## config.mk

```make
export PLATFORM = sky130hd
export DESIGN_NAME = sar_adc_ctrl
export DESIGN_NICKNAME = d
export VERILOG_FILES = /design/src/rtl/sar_pkg.sv /design/src/rtl/sar_bit_seq.sv /design/src/rtl/sar_adc_ctrl.sv
export SDC_FILE = /design/constraint.sdc
export NUM_CORES = 1
export LEC_CHECK = 0
export BUFFER_PORTS_ARGS = -buffer_cell sky130_fd_sc_hd__buf_2
export CAP_MARGIN = 20
export CORE_AREA = 2 2 97 99
export CTS_BUF_LIST = sky130_fd_sc_hd__clkbuf_8
export CTS_CLUSTER_DIAMETER = 50
export CTS_CLUSTER_SIZE = 14
export DETAILED_ROUTE_END_ITERATION = 10
export DIE_AREA = 0 0 99 101
export SLEW_MARGIN = 20
export SYNTH_ARGS = -nofsm -noshare
export SYNTH_HDL_FRONTEND = slang
export SYNTH_SLANG_ARGS = --single-unit
```

## constraint.sdc

```tcl
create_clock -name clk -period 3.96 [get_ports clk]
set_input_delay 1.188 -clock clk [delete_from_list [all_inputs] [get_ports clk]]
set_output_delay 1.188 -clock clk [all_outputs]
set_load 0.02 [all_outputs]
```

## src/rtl/sar_pkg.sv

```systemverilog
// Shared types for the SAR ADC controller: FSM state encoding and the
// channel-select width helper.
package sar_pkg;

  typedef enum logic [2:0] {
    ST_IDLE,
    ST_SAMPLE,
    ST_CONV,
    ST_ACC,
    ST_DONE
  } sar_state_e;

  // A single-channel mux still needs a one-bit select port.
  function automatic int chw(input int n);
    return (n > 1) ? $clog2(n) : 1;
  endfunction

endpackage

```

## src/rtl/sar_bit_seq.sv

```systemverilog
// Successive-approximation trial/keep register with MSB-first bit pointer.
// load seeds the MSB trial; each step resolves the current bit and trials the next.
module sar_bit_seq #(
  parameter int NBITS = 10
) (
  input  logic             clk,
  input  logic             rst_n,
  input  logic             load,
  input  logic             step,
  input  logic             comp,
  output logic [NBITS-1:0] code,
  output logic             last
);

  localparam int PW = $clog2(NBITS);

  logic [NBITS-1:0] code_q, code_d;
  logic [PW-1:0]    ptr_q, ptr_d;

  always_comb begin
    code_d = code_q;
    ptr_d  = ptr_q;
    if (load) begin
      code_d = {1'b1, {(NBITS-1){1'b0}}};
      ptr_d  = PW'(NBITS-1);
    end else if (step) begin
      code_d[ptr_q] = comp;
      if (ptr_q != '0) begin
        code_d[ptr_q - 1'b1] = 1'b1;
        ptr_d                = ptr_q - 1'b1;
      end
    end
  end

  always_ff @(posedge clk or negedge rst_n) begin
    if (!rst_n) begin
      code_q <= '0;
      ptr_q  <= '0;
    end else begin
      code_q <= code_d;
      ptr_q  <= ptr_d;
    end
  end

  assign code = code_q;
  assign last = (ptr_q == '0);

endmodule

```

## src/rtl/sar_adc_ctrl.sv

```systemverilog
// SAR conversion controller: sample/convert/accumulate FSM driving the
// comparator + capacitive DAC macro, with optional 2^avg averaging and a
// valid/ready result port.
module sar_adc_ctrl
  import sar_pkg::*;
#(
  parameter  int NBITS      = 10,
  parameter  int NCH        = 4,
  parameter  int SAMPLE_CYC = 4,
  parameter  int SETTLE_CYC = 1,
  parameter  int AVG_LOG2   = 0,
  localparam int CHW        = chw(NCH)
) (
  input  logic             clk,
  input  logic             rst_n,
  input  logic             start,
  output logic             ready,
  input  logic [CHW-1:0]   ch_sel,
  input  logic [2:0]       avg_sel,
  input  logic [4:0]       trim_in,
  output logic             res_valid,
  input  logic             res_ready,
  output logic [NBITS-1:0] res_data,
  output logic [CHW-1:0]   res_ch,
  output logic [CHW-1:0]   mux_sel,
  output logic             sample,
  output logic [NBITS-1:0] ctlp,
  output logic [NBITS-1:0] ctln,
  output logic             clkc,
  output logic [4:0]       trim,
  output logic [4:0]       trimb,
  input  logic             comp
);

  localparam int SUMW   = NBITS + AVG_LOG2;
  localparam int CNT_MX = (SAMPLE_CYC > SETTLE_CYC) ? SAMPLE_CYC : SETTLE_CYC;
  localparam int CNTW   = $clog2(CNT_MX + 1);

  sar_state_e       state_q, state_d;
  logic [CNTW-1:0]  cnt_q, cnt_d;
  logic [4:0]       conv_q, conv_d;
  logic [2:0]       avg_q, avg_d;
  logic [CHW-1:0]   ch_q, ch_d;
  logic [4:0]       trim_q, trim_d;
  logic [SUMW-1:0]  sum_q, sum_d;
  logic             res_valid_q, res_valid_d;
  logic [NBITS-1:0] res_data_q, res_data_d;
  logic [CHW-1:0]   res_ch_q, res_ch_d;
  logic             sample_q, sample_d;
  logic             clkc_q, clkc_d;
  logic             comp_q;

  logic             load, step, last;
  logic [NBITS-1:0] code;

  sar_bit_seq #(.NBITS(NBITS)) u_bit_seq (
    .clk   (clk),
    .rst_n (rst_n),
    .load  (load),
    .step  (step),
    .comp  (comp_q),
    .code  (code),
    .last  (last)
  );

  always_comb begin
    // NOTE: every signal driven here gets a default first, so no path can infer a latch.
    state_d     = state_q;
    cnt_d       = cnt_q;
    conv_d      = conv_q;
    avg_d       = avg_q;
    ch_d        = ch_q;
    trim_d      = trim_q;
    sum_d       = sum_q;
    res_valid_d = res_valid_q;
    res_data_d  = res_data_q;
    res_ch_d    = res_ch_q;
    load        = 1'b0;
    step        = 1'b0;

    unique case (state_q)
      ST_IDLE: begin
        if (start) begin
          state_d = ST_SAMPLE;
          cnt_d   = '0;
          conv_d  = '0;
          sum_d   = '0;
          avg_d   = (avg_sel > 3'(AVG_LOG2)) ? 3'(AVG_LOG2) : avg_sel;
          ch_d    = (int'(ch_sel) >= NCH) ? CHW'(NCH-1) : ch_sel;
          trim_d  = trim_in;
          load    = 1'b1;
        end
      end
      ST_SAMPLE: begin
        if (cnt_q == CNTW'(SAMPLE_CYC-1)) begin
          state_d = ST_CONV;
          cnt_d   = '0;
        end else begin
          cnt_d = cnt_q + 1'b1;
        end
      end
      ST_CONV: begin
        // Last count of each bit is the strobe cycle; its closing edge resolves the bit.
        if (cnt_q == CNTW'(SETTLE_CYC)) begin
          step  = 1'b1;
          cnt_d = '0;
          if (last) state_d = ST_ACC;
        end else begin
          cnt_d = cnt_q + 1'b1;
        end
      end
      ST_ACC: begin
        sum_d = sum_q + SUMW'(code);
        if (conv_q == ((5'd1 << avg_q) - 5'd1)) begin
          state_d = ST_DONE;
        end else begin
          conv_d  = conv_q + 1'b1;
          state_d = ST_SAMPLE;
          load    = 1'b1;
        end
      end
      ST_DONE: begin
        if (!res_valid_q) begin
          res_valid_d = 1'b1;
          res_data_d  = NBITS'(sum_q >> avg_q);
          res_ch_d    = ch_q;
        end else if (res_ready) begin
          res_valid_d = 1'b0;
          state_d     = ST_IDLE;
        end
      end
      default: state_d = ST_IDLE;
    endcase

    // Analog strobes are decoded from next-state so they come straight off flops.
    sample_d = (state_d == ST_SAMPLE);
    clkc_d   = (state_d == ST_CONV) && (cnt_d == CNTW'(SETTLE_CYC));
  end

  always_ff @(posedge clk or negedge rst_n) begin
    if (!rst_n) begin
      state_q     <= ST_IDLE;
      cnt_q       <= '0;
      conv_q      <= '0;
      avg_q       <= '0;
      ch_q        <= '0;
      trim_q      <= '0;
      sum_q       <= '0;
      res_valid_q <= 1'b0;
      res_data_q  <= '0;
      res_ch_q    <= '0;
      sample_q    <= 1'b0;
      clkc_q      <= 1'b0;
      comp_q      <= 1'b0;
    end else begin
      // NOTE: non-blocking assignments so every flop samples pre-edge values.
      state_q     <= state_d;
      cnt_q       <= cnt_d;
      conv_q      <= conv_d;
      avg_q       <= avg_d;
      ch_q        <= ch_d;
      trim_q      <= trim_d;
      sum_q       <= sum_d;
      res_valid_q <= res_valid_d;
      res_data_q  <= res_data_d;
      res_ch_q    <= res_ch_d;
      sample_q    <= sample_d;
      clkc_q      <= clkc_d;
      comp_q      <= comp;
    end
  end

  assign ready     = (state_q == ST_IDLE);
  assign res_valid = res_valid_q;
  assign res_data  = res_data_q;
  assign res_ch    = res_ch_q;
  assign mux_sel   = ch_q;
  assign sample    = sample_q;
  assign ctlp      = code;
  assign ctln      = ~code;
  assign clkc      = clkc_q;
  assign trim      = trim_q;
  assign trimb     = ~trim_q;

endmodule
```

=== Word level (Yosys, flattened, before mapping) ===
Index checks and enable logic that the tools add are counted.

* Reduce and logical (&&, ||, !) cells: 14
* $add $sub $neg: 5
* Equal/unequal tests: 12
* Shift operators: 2
* Bitwise gates (word level): 4
* Magnitude comparators: 5
* Mux-type cells: 36

{| class="wikitable"
|+ Operators by type and width
! cell !! count
|-
| $mux 10 || 4
|-
| $mux 3 || 11
|-
| $pmux 10 s2 || 1
|-
| $pmux 3 s5 || 1
|-
| $eq 3x1->1 const B || 4
|-
| $eq 3x2->1 const B || 4
|-
| $mux 4 || 3
|-
| $add 10x10->10 || 1
|-
| $bwmux 10 || 1
|-
| $lt 4x5->1 const B || 2
|-
| $mux 5 || 2
|-
| $not 10->10 || 1
|-
| $or 10x10->10 || 1
|-
| $pmux 5 s2 || 1
|-
| $shr 10x3->10 || 1
|-
| $pmux 3 s3 || 1
|-
| $demux 1 s4 || 2
|-
| $ge 4x1->1 const B || 2
|-
| $mux 1 || 8
|-
| $reduce_and 2->1 || 4
|-
| $reduce_bool 2->1 || 3
|-
| $add 5x1->5 const B || 1
|-
| $eq 5x5->1 || 1
|-
| $not 5->5 || 1
|-
| other kinds (14) || 17
|}

* Flip-flop bits (word level): 61
* Logic and storage cells: 93
* Bits of input ports: 15

=== Longest topological paths before layout ===
* Depth after elaboration: 9
* Gate-level depth with buffers: 12
* Depth with buffers taken out: 9

=== Cells and area by module ===
From an unflattened synthesis, not the netlist that was laid out.

* Cells, all modules: 430
* Area total of the unflattened synthesis: 4002.6 sq um

{| class="wikitable"
|+ Modules (own cells, without submodules)
! module !! area each (sq um) !! instances !! cells each
|-
| sar_adc_ctrl || 2994.1 || 1 || 317
|-
| sar_bit_seq || 1008.5 || 1 || 113
|}

=== Worst setup path after synthesis ===
Ideal clock, no wire load.

* Kind: reg2reg
* Start: register avg_q[2]
* End: register conv_q[3]
* Arrival time: 2.429 ns
* Cell stages (with the launch flop): 10
* Setup slack: 1.453 ns
* Setup time: 0.078 ns
* Path buffers: 1
* Required time: 3.882 ns
* Path through: dfrtp_1 buf_2 or3_1 ha_1 nor4b_1 nor4_1 o2111ai_2 nand2_2 or3_1 a21oi_1

* Word-level cells in the longest chain between the ends: 5

{| class="wikitable"
|+ RTL lines
! what !! line !! source
|-
| start, declared || sar_adc_ctrl.sv:42 || <nowiki>logic [2:0] avg_q, avg_d;</nowiki>
|-
| start signal, assigned || sar_adc_ctrl.sv:160 || <nowiki>avg_q <= avg_d;</nowiki>
|-
| $shl 1x3->5 || sar_adc_ctrl.sv:114 || <nowiki>if (conv_q == ((5'd1 << avg_q) - 5'd1)) begin</nowiki>
|-
| $sub 5x1->5 || sar_adc_ctrl.sv:114 ||
|-
| $eq 5x5->1 || sar_adc_ctrl.sv:114 ||
|-
| $ne 2x2->1 (no source line) || - ||
|-
| $reduce_and 3->1 (no source line) || - ||
|-
| end signal, assigned || sar_adc_ctrl.sv:159 || <nowiki>conv_q <= conv_d;</nowiki>
|-
| end, declared || sar_adc_ctrl.sv:41 || <nowiki>logic [4:0] conv_q, conv_d;</nowiki>
|}

No other way between the ends.
A chain may end at the register's enable or synchronous reset.

=== Worst setup path in the final report ===
* Start: register avg_q[1]
* End: register u_bit_seq.code_q[0] (netlist: u_bit_seq.code[0])

* Word-level cells in the longest chain between the ends: 6
* Elaborated cells between the ends (all ways): 7

{| class="wikitable"
|+ RTL lines
! what !! line !! source
|-
| $shl 1x3->5 (*) || sar_adc_ctrl.sv:114 ||
|-
| $sub 5x1->5 (*) || sar_adc_ctrl.sv:114 ||
|-
| $eq 5x5->1 (*) || sar_adc_ctrl.sv:114 ||
|-
| $mux 1 (*) || sar_adc_ctrl.sv:114 ||
|-
| $pmux 1 s2 (*) || sar_adc_ctrl.sv:81 || <nowiki>unique case (state_q)</nowiki>
|-
| $mux 10 or $reduce_bool 2->1 (tied branches) || - ||
|-
| end signal, assigned || sar_bit_seq.sv:40 || <nowiki>code_q <= code_d;</nowiki>
|-
| end, declared || sar_bit_seq.sv:17 || <nowiki>logic [NBITS-1:0] code_q, code_d;</nowiki>
|}

Every way passes the cells marked *; elsewhere a longest branch is shown, timed or not.

==> metrics <==
CTS clock-pin slew for the worst setup and hold paths ~0.070 ns; first-pass GRT wire length 13.6 mm; FILL cells slightly below 900; routed len/inst 14.0 um; total CTS buffers 9; CTS Sinks 61; final hold violations 0; Final Critical Period between 3 and 4 ns; startpoint types flop; Yosys reg bits 61; via count 2,958; initial DRC count ~110; Critical Path AT 3.33 ns; largest net degree at the start of global routing 41; fin nets 492; Max-slew headroom 37.3%; grt met1 use 24.3%; CTS tree built; cell-internal power between 1 and 1.5 mW; Leak 2.02 nW; most frequent cells in the layout dfrtp_1 (61), buf_2 (59), nand2_1 (56); Top FF cell, synth dfrtp_1; area occupied by multi-input gates 1940 sq um; # IOs 63; Syn Inst Count 402; Synth Area in Compound Gates between 15 and 20%; Seq. cell area around 1500 sq um; RR Startpoint avg_q[1]$_DFFE_PN0P_; vias per std cell about 5.2; share of cells above drive strength 1 approximately 18%; GRT busiest layer met2; CP max stage cell dfrtp_1; Rows 35; post-synthesis simple-gate area fraction 18.3%; Slew Viols, Final 0; Die ar. 10000 sq um; placed inst area 4020 sq um; final period utilization 78.2%; Die Y 101 um; vias in the first global route 2,768; Warnings, synthesis 0; met2 Resource Use GR 25.8%; Clock Skew 0.00571 ns; Net Sw Power 0.857 mW; status finished clean; placer congestion estimate 0.903; cts repair resizes 0; leading cell type in the layout, fill and taps excluded dfrtp_1; MaxCap Viol Count 0; worst hold start res_data[0]$_DFFE_PN0P_; Net Count, Synth 439; internal reg-to-reg setup slack 0.86 ns; Core Box Area 8980 sq um; Worst Setup SP avg_q[1]$_DFFE_PN0P_; residual DRC count 0; Post-CTS Hold Buffers 0; sw frac 40.4%; Slew @ Worst Pin approximately 0.94 ns; EDFF count, synth 0; unrepaired setup endpoints after global routing false; Setup Buffers After CTS 0; initial antenna violation count 0; crit-path cells or3_1 -> ha_1 -> nor4b_1 -> o31a_1 -> o2111ai_2 -> nand2_2 -> nand2_1 -> a311oi_1; Synth Cell Area 3660 sq um; power density over the cells 504 nW/um^2; routed wire length 8.01 mm; Register-to-Register Path Depth 8; share of synthesized flip-flops with an asynchronous set or reset 100%; Worst setup EP type flop; met3 Usage GRT ~2.7%; Final Cell Area 4210 sq um; final setup fails 0; FF-to-FF End u_bit_seq.code[0]$_DFFE_PN0P_; clk buf depth 2; Starting Density 40.8%; mean post-synth cell area between 9 and 10 sq um; Comb power frac between 30% and 40%; Post-DP HPWL roughly 6 mm; Root Buffer clkbuf_8; CP peak stage delay 0.63 ns; clock latency at the later pin of the worst-skew pair 0.34 ns; area share of xor/xnor cells in the synthesized design about 3.1%; number of routed nets with antenna violations 0; register share of total power 40.1%; # port buffers 59; total gr overflow 0; Seq/Total Area, Yosys 41.7%; Req. time, crit path between 4 and 5 ns; Fin Setup TNS 0 ns; HP Class flop to flop; global-route usage over all layers between 15 and 20%; fmax between 300 and 400 MHz; mux cell area share after synthesis 8.24%; Die Wd between 90 and 100 um; CP Max Fanout 20; Clk pwr share around a quarter; Synth cell types 47; area delta synth->final 15.2%; diode count 0; H-tree Lvls 3; largest family of logic cells by synthesized area simple AND/OR/NAND/NOR gates; Worst setup endpoint u_bit_seq.code[0]$_DFFE_PN0P_; Peak VDD IR 253 uV; drt first pass iters 4; Synth Area in Adders 7.73%; crit path kind flop to flop
## metal layers
| metal | up-vias | wire length [um] |
|---|---|---|
| met5 | - | 0 |
| met4 | 0 | 121 |
| met3 | 12 | 268 |
| met2 | 50 | 3670 |
| met1 | 1385 | 3950 |
| li1 | 1511 | - |
## cells by family (layout without fill, tap and decap cells)
kind of cell / Yosys count / count (layout)
compound gates: 90 / 90
xor+xnor: 13 / 13
fa+ha+maj: 22 / 22
buf+inv: 47 / 105
flops: 61 / 61
mux: 25 / 25
simple gates: 144 / 144
## power by group through the flow
stage	registers, mW	clock network [mW]	logic (mW)
2_1_floorplan	0.896	0	0.453
3_3_place_gp	0.860	0	0.713
3_5_place_dp	0.864	0	0.722
4_1_cts	0.854	0.573	0.724
5_1_grt	0.874	0.598	0.811
6_report	0.852	0.557	0.714
## worst max-delay path, delay by kind of cell, from the launching register on
kind | cells | cell delay (ns)
simple gates | 4 | 1.40
compound gates | 3 | 0.69
flops | 1 | 0.63
fa+ha+maj | 1 | 0.28
## Yosys cell counts (2+ instances only)
cell	count	share of area [%]
clkbuf_1	13	1.3
nor2b_1	6	1.0
o211ai_1	4	0.82
o221ai_1	2	0.48
or3_1	4	0.68
o31ai_1	5	1.0
buf_2	4	0.55
nand3b_1	2	0.41
a21oi_1	19	2.6
a22o_1	3	0.72
nor2_1	24	2.5
nand2b_1	7	1.2
ha_1	21	7.2
and3_1	3	0.51
o21bai_1	2	0.41
and2_1	4	0.68
nor3_1	5	0.68
mux4_2	4	2.5
nand2_1	56	5.7
a211oi_1	6	1.2
dfrtp_1	61	42
nor3b_1	2	0.41
o21a_1	3	0.62
xor2_1	6	1.4
mux2i_1	20	5.5
a21o_1	3	0.62
a32oi_1	2	0.48
o21ai_0	33	4.5
nor4_1	2	0.34
xnor2_1	7	1.7
nand3_1	26	3.6
buf_6	2	0.62
inv_1	27	2.8
## worst min-delay path by stage
| stage | end | slack, ns | cells after the start |
|---|---|---|---|
| after global routing | res_data[5]$_DFFE_PN0P_ | 0.50 | 2 |
| after detailed placement | res_data[5]$_DFFE_PN0P_ | 0.47 | 2 |
| after global placement | res_data[5]$_DFFE_PN0P_ | 0.46 | 2 |
| after CTS | res_data[5]$_DFFE_PN0P_ | 0.48 | 2 |
| after floorplan | conv_q[4]$_DFFE_PN0P_ | 0.47 | 1 |
| final | res_data[0]$_DFFE_PN0P_ | 0.47 | 2 |
## state kept, by name, indices dropped and copies added, names as in the netlist
| register | count |
|---|---|
| sum_q | 10 |
| avg_q | 3 |
| res_data | 10 |
| u_bit_seq.ptr_q | 4 |
| state_q | 3 |
| res_valid | 1 |
| conv_q | 5 |
| comp_q | 1 |
| u_bit_seq.code | 10 |
| res_ch | 2 |
| sample | 1 |
| clkc | 1 |
| cnt_q | 3 |
| trim | 5 |
| mux_sel | 2 |
## cell type report
cell class	instances	area share [%]
multi-input combinational	294	45.9
sequential	61	36.2
timing repair buffer	62	7.54
tap	111	3.30
clock buffer	10	3.27
inverter	27	2.41
clock inverter	6	1.31
## stage by stage
step | setup WS (ns) | power [mW] | hold WS [ns] | utilization, % | instances
after floorplan | 1.45 | 1.35 | 0.471 | - | 402
after global placement | 0.899 | 1.57 | 0.459 | 44.8 | 555
after detailed placement | 0.868 | 1.59 | 0.465 | 44.8 | 555
after CTS | 0.842 | 2.15 | 0.482 | 46.9 | 571
after global routing | 0.598 | 2.28 | 0.503 | 46.9 | 571
final | 0.864 | 2.12 | 0.474 | 46.9 | 571
No activity file was read; power rests on OpenSTA's default activity.
